==> config.mk <==
export PLATFORM = sky130hd
export DESIGN_NAME = round_controller
export DESIGN_NICKNAME = d
export VERILOG_FILES = /design/src/rtl/game_pkg.sv /design/src/rtl/bcd_sat_counter.sv /design/src/rtl/round_controller.sv
export SDC_FILE = /design/constraint.sdc
export NUM_CORES = 1
export LEC_CHECK = 0
export CAP_MARGIN = 20
export CORE_UTILIZATION = 41
export DETAILED_ROUTE_END_ITERATION = 8
export PLACE_DENSITY = 0.63
export SETUP_SLACK_MARGIN = 0.02
export SLEW_MARGIN = 10
export SYNTH_ARGS = -nofsm -noshare
export SYNTH_HDL_FRONTEND = slang
export SYNTH_SLANG_ARGS = --single-unit
==> constraint.sdc <==
create_clock -name frame_clk_i -period 2.79 [get_ports frame_clk_i]
set_input_delay 0.4185 -clock frame_clk_i [delete_from_list [all_inputs] [get_ports frame_clk_i]]
set_output_delay 0.4185 -clock frame_clk_i [all_outputs]
set_load 0.05 [all_outputs]
==> src/rtl/game_pkg.sv <==
// Shared phase encoding, datapath widths and a saturating-add helper for the
// round controller and its score counter.
package game_pkg;

    localparam int         FRAME_W = 12;
    localparam int         SCORE_W = 11;
    localparam logic [3:0] BCD_MAX = 4'd9;

    typedef enum logic [2:0] {
        PH_IDLE  = 3'd0,
        PH_READY = 3'd1,
        PH_PLAY  = 3'd2,
        PH_HOLD  = 3'd3,
        PH_OVER  = 3'd4
    } phase_t;

    function automatic logic [FRAME_W-1:0] frame_sat_add(
        input logic [FRAME_W-1:0] a,
        input logic [FRAME_W-1:0] b,
        input logic [FRAME_W-1:0] lim
    );
        logic [FRAME_W:0] sum;
        sum = {1'b0, a} + {1'b0, b};
        return (sum > {1'b0, lim}) ? lim : sum[FRAME_W-1:0];
    endfunction

endpackage

==> src/rtl/bcd_sat_counter.sv <==
// Two-digit BCD score counter with a binary mirror; increments stop at MAX so
// the digits and the binary value always describe the same number.
module bcd_sat_counter
    import game_pkg::*;
#(
    parameter int MAX = 99
) (
    input  logic               clk_i,
    input  logic               rst_i,
    input  logic               clr_i,
    input  logic               inc_i,
    output logic [3:0]         ones_o,
    output logic [3:0]         tens_o,
    output logic [SCORE_W-1:0] bin_o,
    output logic               sat_o
);

    logic [3:0]         ones_q, ones_d;
    logic [3:0]         tens_q, tens_d;
    logic [SCORE_W-1:0] bin_q, bin_d;

    assign sat_o  = (bin_q >= SCORE_W'(MAX));
    assign ones_o = ones_q;
    assign tens_o = tens_q;
    assign bin_o  = bin_q;

    always_comb begin
        ones_d = ones_q;
        tens_d = tens_q;
        bin_d  = bin_q;
        if (clr_i) begin
            ones_d = 4'd0;
            tens_d = 4'd0;
            bin_d  = '0;
        end else if (inc_i && !sat_o) begin
            bin_d = bin_q + 1'b1;
            if (ones_q == BCD_MAX) begin
                ones_d = 4'd0;
                tens_d = tens_q + 4'd1;
            end else begin
                ones_d = ones_q + 4'd1;
            end
        end
    end

    always_ff @(posedge clk_i or posedge rst_i) begin
        if (rst_i) begin
            ones_q <= 4'd0;
            tens_q <= 4'd0;
            bin_q  <= '0;
        end else begin
            ones_q <= ones_d;
            tens_q <= tens_d;
            bin_q  <= bin_d;
        end
    end

endmodule

==> src/rtl/round_controller.sv <==
// Per-round sequencer: countdown, timed play, miss hold-off and game over, plus
// score/lives/timer datapath. ROUND_TIME_BONUS_EN adds time per accepted hit.
module round_controller
    import game_pkg::*;
#(
    parameter int READY_FRAMES      = 120,
    parameter int ROUND_FRAMES      = 3600,
    parameter int MISS_HOLD_FRAMES  = 30,
    parameter int LIVES             = 3,
    parameter int SCORE_MAX         = 99,
    parameter int TIME_BONUS_FRAMES = 60
) (
    input  logic               frame_clk_i,
    input  logic               reset_i,
    input  logic               clear_i,
    input  logic               run_i,
    input  logic               pause_i,
    input  logic               hit_target_i,
    input  logic               hit_floor_i,
    output logic [SCORE_W-1:0] score_o,
    output logic [3:0]         hex_lo_o,
    output logic [3:0]         hex_hi_o,
    output logic [2:0]         lives_o,
    output logic [FRAME_W-1:0] time_left_o,
    output logic [2:0]         phase_o,
    output logic               playing_o,
    output logic               game_over_o,
    output logic               hit_accept_o
);

    phase_t             phase_q, phase_d;
    logic [FRAME_W-1:0] ptimer_q, ptimer_d;
    logic [FRAME_W-1:0] tleft_q, tleft_d, tleft_dec;
    logic [2:0]         lives_q, lives_d;
    logic               prev_hit_q, prev_floor_q;
    logic               hit_accept_q, hit_accept_d;
    logic               playing_q, over_q;
    logic               hit_edge, miss_edge, score_sat, score_inc, score_clr, to_over;

    assign hit_edge  = hit_target_i & ~prev_hit_q;
    assign miss_edge = hit_floor_i & ~prev_floor_q;
    assign tleft_dec = tleft_q - 1'b1;

    bcd_sat_counter #(
        .MAX (SCORE_MAX)
    ) u_score (
        .clk_i  (frame_clk_i),
        .rst_i  (reset_i),
        .clr_i  (score_clr),
        .inc_i  (score_inc),
        .ones_o (hex_lo_o),
        .tens_o (hex_hi_o),
        .bin_o  (score_o),
        .sat_o  (score_sat)
    );

    always_comb begin
        phase_d      = phase_q;
        ptimer_d     = ptimer_q;
        tleft_d      = tleft_q;
        lives_d      = lives_q;
        hit_accept_d = 1'b0;
        score_inc    = 1'b0;
        score_clr    = 1'b0;
        to_over      = 1'b0;
        if (clear_i) begin
            phase_d   = PH_IDLE;
            ptimer_d  = '0;
            tleft_d   = '0;
            lives_d   = 3'd0;
            score_clr = 1'b1;
        end else if (!pause_i) begin
            case (phase_q)
                PH_IDLE: begin
                    if (run_i) begin
                        phase_d  = PH_READY;
                        ptimer_d = FRAME_W'(READY_FRAMES);
                        lives_d  = 3'(LIVES);
                    end
                end
                PH_READY: begin
                    if (!run_i) begin
                        phase_d = PH_IDLE;
                    end else begin
                        ptimer_d = ptimer_q - 1'b1;
                        if (ptimer_q == FRAME_W'(1)) begin
                            phase_d = PH_PLAY;
                            tleft_d = FRAME_W'(ROUND_FRAMES);
                        end
                    end
                end
                PH_PLAY: begin
                    if (!run_i) begin
                        phase_d = PH_IDLE;
                    end else begin
                        // The hit is scored before the miss/expiry outcome of the same tick.
                        score_inc    = hit_edge & ~score_sat;
                        hit_accept_d = score_inc;
                        tleft_d      = tleft_dec;
                        if (miss_edge) begin
                            lives_d = lives_q - 1'b1;
                        end
                        to_over = (tleft_q == FRAME_W'(1)) | (miss_edge & (lives_q == 3'd1));
                        if (to_over) begin
                            phase_d = PH_OVER;
                        end else if (miss_edge) begin
                            phase_d  = PH_HOLD;
                            ptimer_d = FRAME_W'(MISS_HOLD_FRAMES);
                        end
`ifdef ROUND_TIME_BONUS_EN
                        if (score_inc && !to_over) begin
                            tleft_d = frame_sat_add(tleft_dec, FRAME_W'(TIME_BONUS_FRAMES),
                                                    FRAME_W'(ROUND_FRAMES));
                        end
`else
`endif
                    end
                end
                PH_HOLD: begin
                    if (!run_i) begin
                        phase_d = PH_IDLE;
                    end else begin
                        ptimer_d = ptimer_q - 1'b1;
                        if (ptimer_q == FRAME_W'(1)) begin
                            phase_d = PH_PLAY;
                        end
                    end
                end
                PH_OVER: begin
                    if (!run_i) begin
                        phase_d = PH_IDLE;
                    end
                end
                default: phase_d = PH_IDLE;
            endcase
        end
    end

    always_ff @(posedge frame_clk_i or posedge reset_i) begin
        if (reset_i) begin
            phase_q      <= PH_IDLE;
            ptimer_q     <= '0;
            tleft_q      <= '0;
            lives_q      <= 3'd0;
            prev_hit_q   <= 1'b0;
            prev_floor_q <= 1'b0;
            hit_accept_q <= 1'b0;
            playing_q    <= 1'b0;
            over_q       <= 1'b0;
        end else begin
            phase_q      <= phase_d;
            ptimer_q     <= ptimer_d;
            tleft_q      <= tleft_d;
            lives_q      <= lives_d;
            prev_hit_q   <= hit_target_i;
            prev_floor_q <= hit_floor_i;
            hit_accept_q <= hit_accept_d;
            playing_q    <= (phase_d == PH_PLAY);
            over_q       <= (phase_d == PH_OVER);
        end
    end

    assign lives_o      = lives_q;
    assign time_left_o  = tleft_q;
    assign phase_o      = phase_q;
    assign playing_o    = playing_q;
    assign game_over_o  = over_q;
    assign hit_accept_o = hit_accept_q;

endmodule

==> summary.txt <==
Status
  – Status: complete, no violations

Setup path
  – R2r startpoint: phase_o[1]
  – Reg2reg path depth: 5
  – Critical path endpoint category: output port
  – Crit Path Category: register to output port
  – Worst Path Required: 2.37 ns
  – Worst reg2reg path endpoint: u_score.ones_o[2]
  – Crit path launch type: register
  – Worst EP arrival: about 1.8 ns
  – Worst Path Max Fanout: 12
  – Reg-to-reg slack, setup: between 0.5 and 0.6 ns

Synthesis
  – Yosys warnings: 0
  – Ys async rst share: 1.000
  – Largest family of logic cells by synthesized area: simple AND/OR/NAND/NOR gates
  – Netlist cell types: 56
  – Sequential area share after synthesis: 0.4498
  – Adder-Cell Fraction of Synth Area: 0.04165
  – Mapped Nets: 343
  – Synth Area in Simple Gates: 0.2736
  – Complex-gate fraction of the synthesized area: 0.1699
  – XOR/XNOR Fraction of Synth Area: 0.02041
  – Number of enable flip-flop cells after synthesis: 0
  – Mapped Cells: 326
  – Synthesized area per cell: 9.215 µm²
  – Cell area after synthesis: 0.003004 mm²
  – Yosys reg bits: between 50 and 60
  – Mux cell area share after synthesis: 0.007080
  – Post-synth top flop: dfrtp_1

Final layout
  – Post-layout util: 0.5373
  – Fin area: 0.003731 mm²
  – Share of cells above drive strength 1: 0.09474
  – Area delta synth->final: 24.20%
  – Most common cell after layout, fill and taps aside: dfrtp_1
  – Antenna fix cells: 0
  – Commonest non-fill, non-tap cells in the layout: 54 x dfrtp_1, 46 x clkdlybuf4s50_1, 35 x nor2_1
  – Filler cells: 630
  – Multi-input gate area: roughly 0.0015 mm²
  – Storage element area: around 0.0014 mm²
  – Total Nets Final: 396

Clock network
  – CTS-repair resized insts: 0
  – CTS tree: yes
  – Setup Buffers After CTS: 0
  – Hold Buf Count CTS: 0
  – Total CTS buffers: 5
  – Clk sinks: 54
  – Clock latency on the worst-skew pair: 0.31 ns
  – Clock Tree Root: clkbuf_8
  – CTS max path bufs: 2
  – H-tree depth: 2
  – Worst-path clk slew: 0.10 ns

Drt
  – DR WL/cell: 14.34 µm
  – DRC viols: 0
  – Vias per cell: 5.557
  – Drt pass-1 iters: 4
  – DR iter-0 viols: 103
  – Vias: approximately 2,600
  – Post-route antenna net violation count: 0
  – Post-Route WL: between 6000 and 7000 µm

Power and ir drop
  – Static Leak: around 1.5 nW
  – Worst ir drop on vdd: just over 0.2 mV
  – PwrDens: around 430 mW/mm²
  – Power Total: about 1.6 mW

STA
  – Fin crit share: 0.8099
  – Period minus WS final: 2.260 ns
  – Final Slew Violations: 0
  – Slew @ Worst Pin: 0.6165 ns
  – Slew Limit Headroom: 0.5890
  – Endpoints failing setup: 0
  – Top achievable clock speed: 442.5 MHz
  – RSZ-0062 raised after global routing: no
  – Worst Skew: approximately 0.014 ns
  – Setup TNS: 0 ns
  – Final Hold Vio Count: 0

Floorplan
  – Top Ports: 47
  – Die Height: a little under 90 µm
  – FP Rows: 30
  – Core Area: 0.006944 mm²
  – Initial Utilization: 0.4326
  – Die area: 0.007674 mm²
  – Width of the die: 87.60 µm

Global route
  – Largest net degree at the start of global routing: 27
  – Total gr overflow: 0
  – Overall Global Routing Usage: 0.1929
  – First-pass GRT wire length: between 10,000 and 15,000 µm
  – Initial antenna violation count: 0
  – Vias in the first global route: 2,400

Placement
  – Routability cong.: 0.8693
  – Post-DP HPWL: 4935 µm
  – DP Area: 0.003622 mm²
  – Number of port buffers: 46

Min path
  – Min-Delay Path Class: input port to asynchronous set/reset pin

Run
  – Max cap viols: 0
[registers in the layout, summed over array words and instances (netlist names)]
name and flops:
hit_accept_o 1, u_score.ones_o 4, phase_o 3, playing_o 1, game_over_o 1, u_score.bin_o 11, lives_o 3, prev_hit_q 1
time_left_o 12, prev_floor_q 1, u_score.tens_o 4, ptimer_q 12
[worst max-delay path, stage by stage, from the launching register on]
cell and delay [ns]:
dfrtp_1 0.49, buf_4 0.23, clkdlybuf4s50_1 0.82
[final cells by class]
cell class,instances,area share
clock buffer,5,0.01844
clock inverter,3,0.01073
inverter,12,0.01207
multi-input combinational,246,0.4128
sequential,54,0.3622
tap,96,0.03219
timing repair buffer,60,0.1516
[report_power, final]
group / switching (mW) / leakage, nW / total [mW] / internal [mW]
Sequential: 0.0272 / 0.728 / 0.829 / 0.802
Clock: 0.259 / 0.0579 / 0.524 / 0.265
Combinational: 0.150 / 0.717 / 0.241 / 0.0912
[how the worst max path moves through the flow]
stage | from | endpoint | slack [ns] | depth (start not counted)
after floorplan | phase_o[0] | time_left_o[5] | 0.64 | 6
after global placement | hit_target_i | u_score.ones_o[2] | 0.31 | 6
after detailed placement | pause_i | u_score.ones_o[2] | 0.27 | 6
after CTS | phase_o[1] | u_score.ones_o[2] | 0.52 | 5
after global routing | phase_o[1] | u_score.ones_o[2] | 0.37 | 5
final | phase_o[0] | phase_o[0] | 0.53 | 2
[metrics by stage]
stage	instances	hold slack (ns)	setup slack, ns
finish	476	0.4508	0.5302
global route	476	0.4883	0.3682
CTS	476	0.4715	0.5232
detailed placement	468	0.5172	0.2745
global placement	468	0.5201	0.3133
floorplan	326	0.4499	0.6352
[per-layer routing]
metal	GRT usage	part of all wire	up-vias
met2	0.3047	0.46	64
li1	-	-	1293
met1	0.2705	0.48	1280
met5	0	0	-
met4	0.06706	0.013	0
met3	0.03016	0.042	8
[cell usage after synthesis, types with 7 or more instances]
cell / instances / share of area
inv_1: 12 / 0.015
nor2_1: 35 / 0.044
ha_1: 10 / 0.042
nand3_1: 10 / 0.017
nor2b_1: 7 / 0.015
xnor2_1: 7 / 0.020
a21oi_1: 24 / 0.040
a31oi_1: 9 / 0.019
nand2b_1: 11 / 0.023
nor4_1: 8 / 0.017
dfrtp_1: 54 / 0.45
nor3_1: 16 / 0.027
o21ai_0: 21 / 0.035
nand2_1: 24 / 0.030
clkbuf_1: 9 / 0.011
[kinds of logic (layout without fill, tap and decap cells)]
group | count (synthesis) | in the layout
and+or+nand+nor | 146 | 146
AOI/OAI and AO/OA | 81 | 81
DFF | 54 | 54
buffers and inverters | 26 | 80
adders and majority gates | 10 | 10
xor gates and xnor gates | 7 | 7
muxes | 2 | 2
Note: power is estimated with default switching activity, not from simulation.
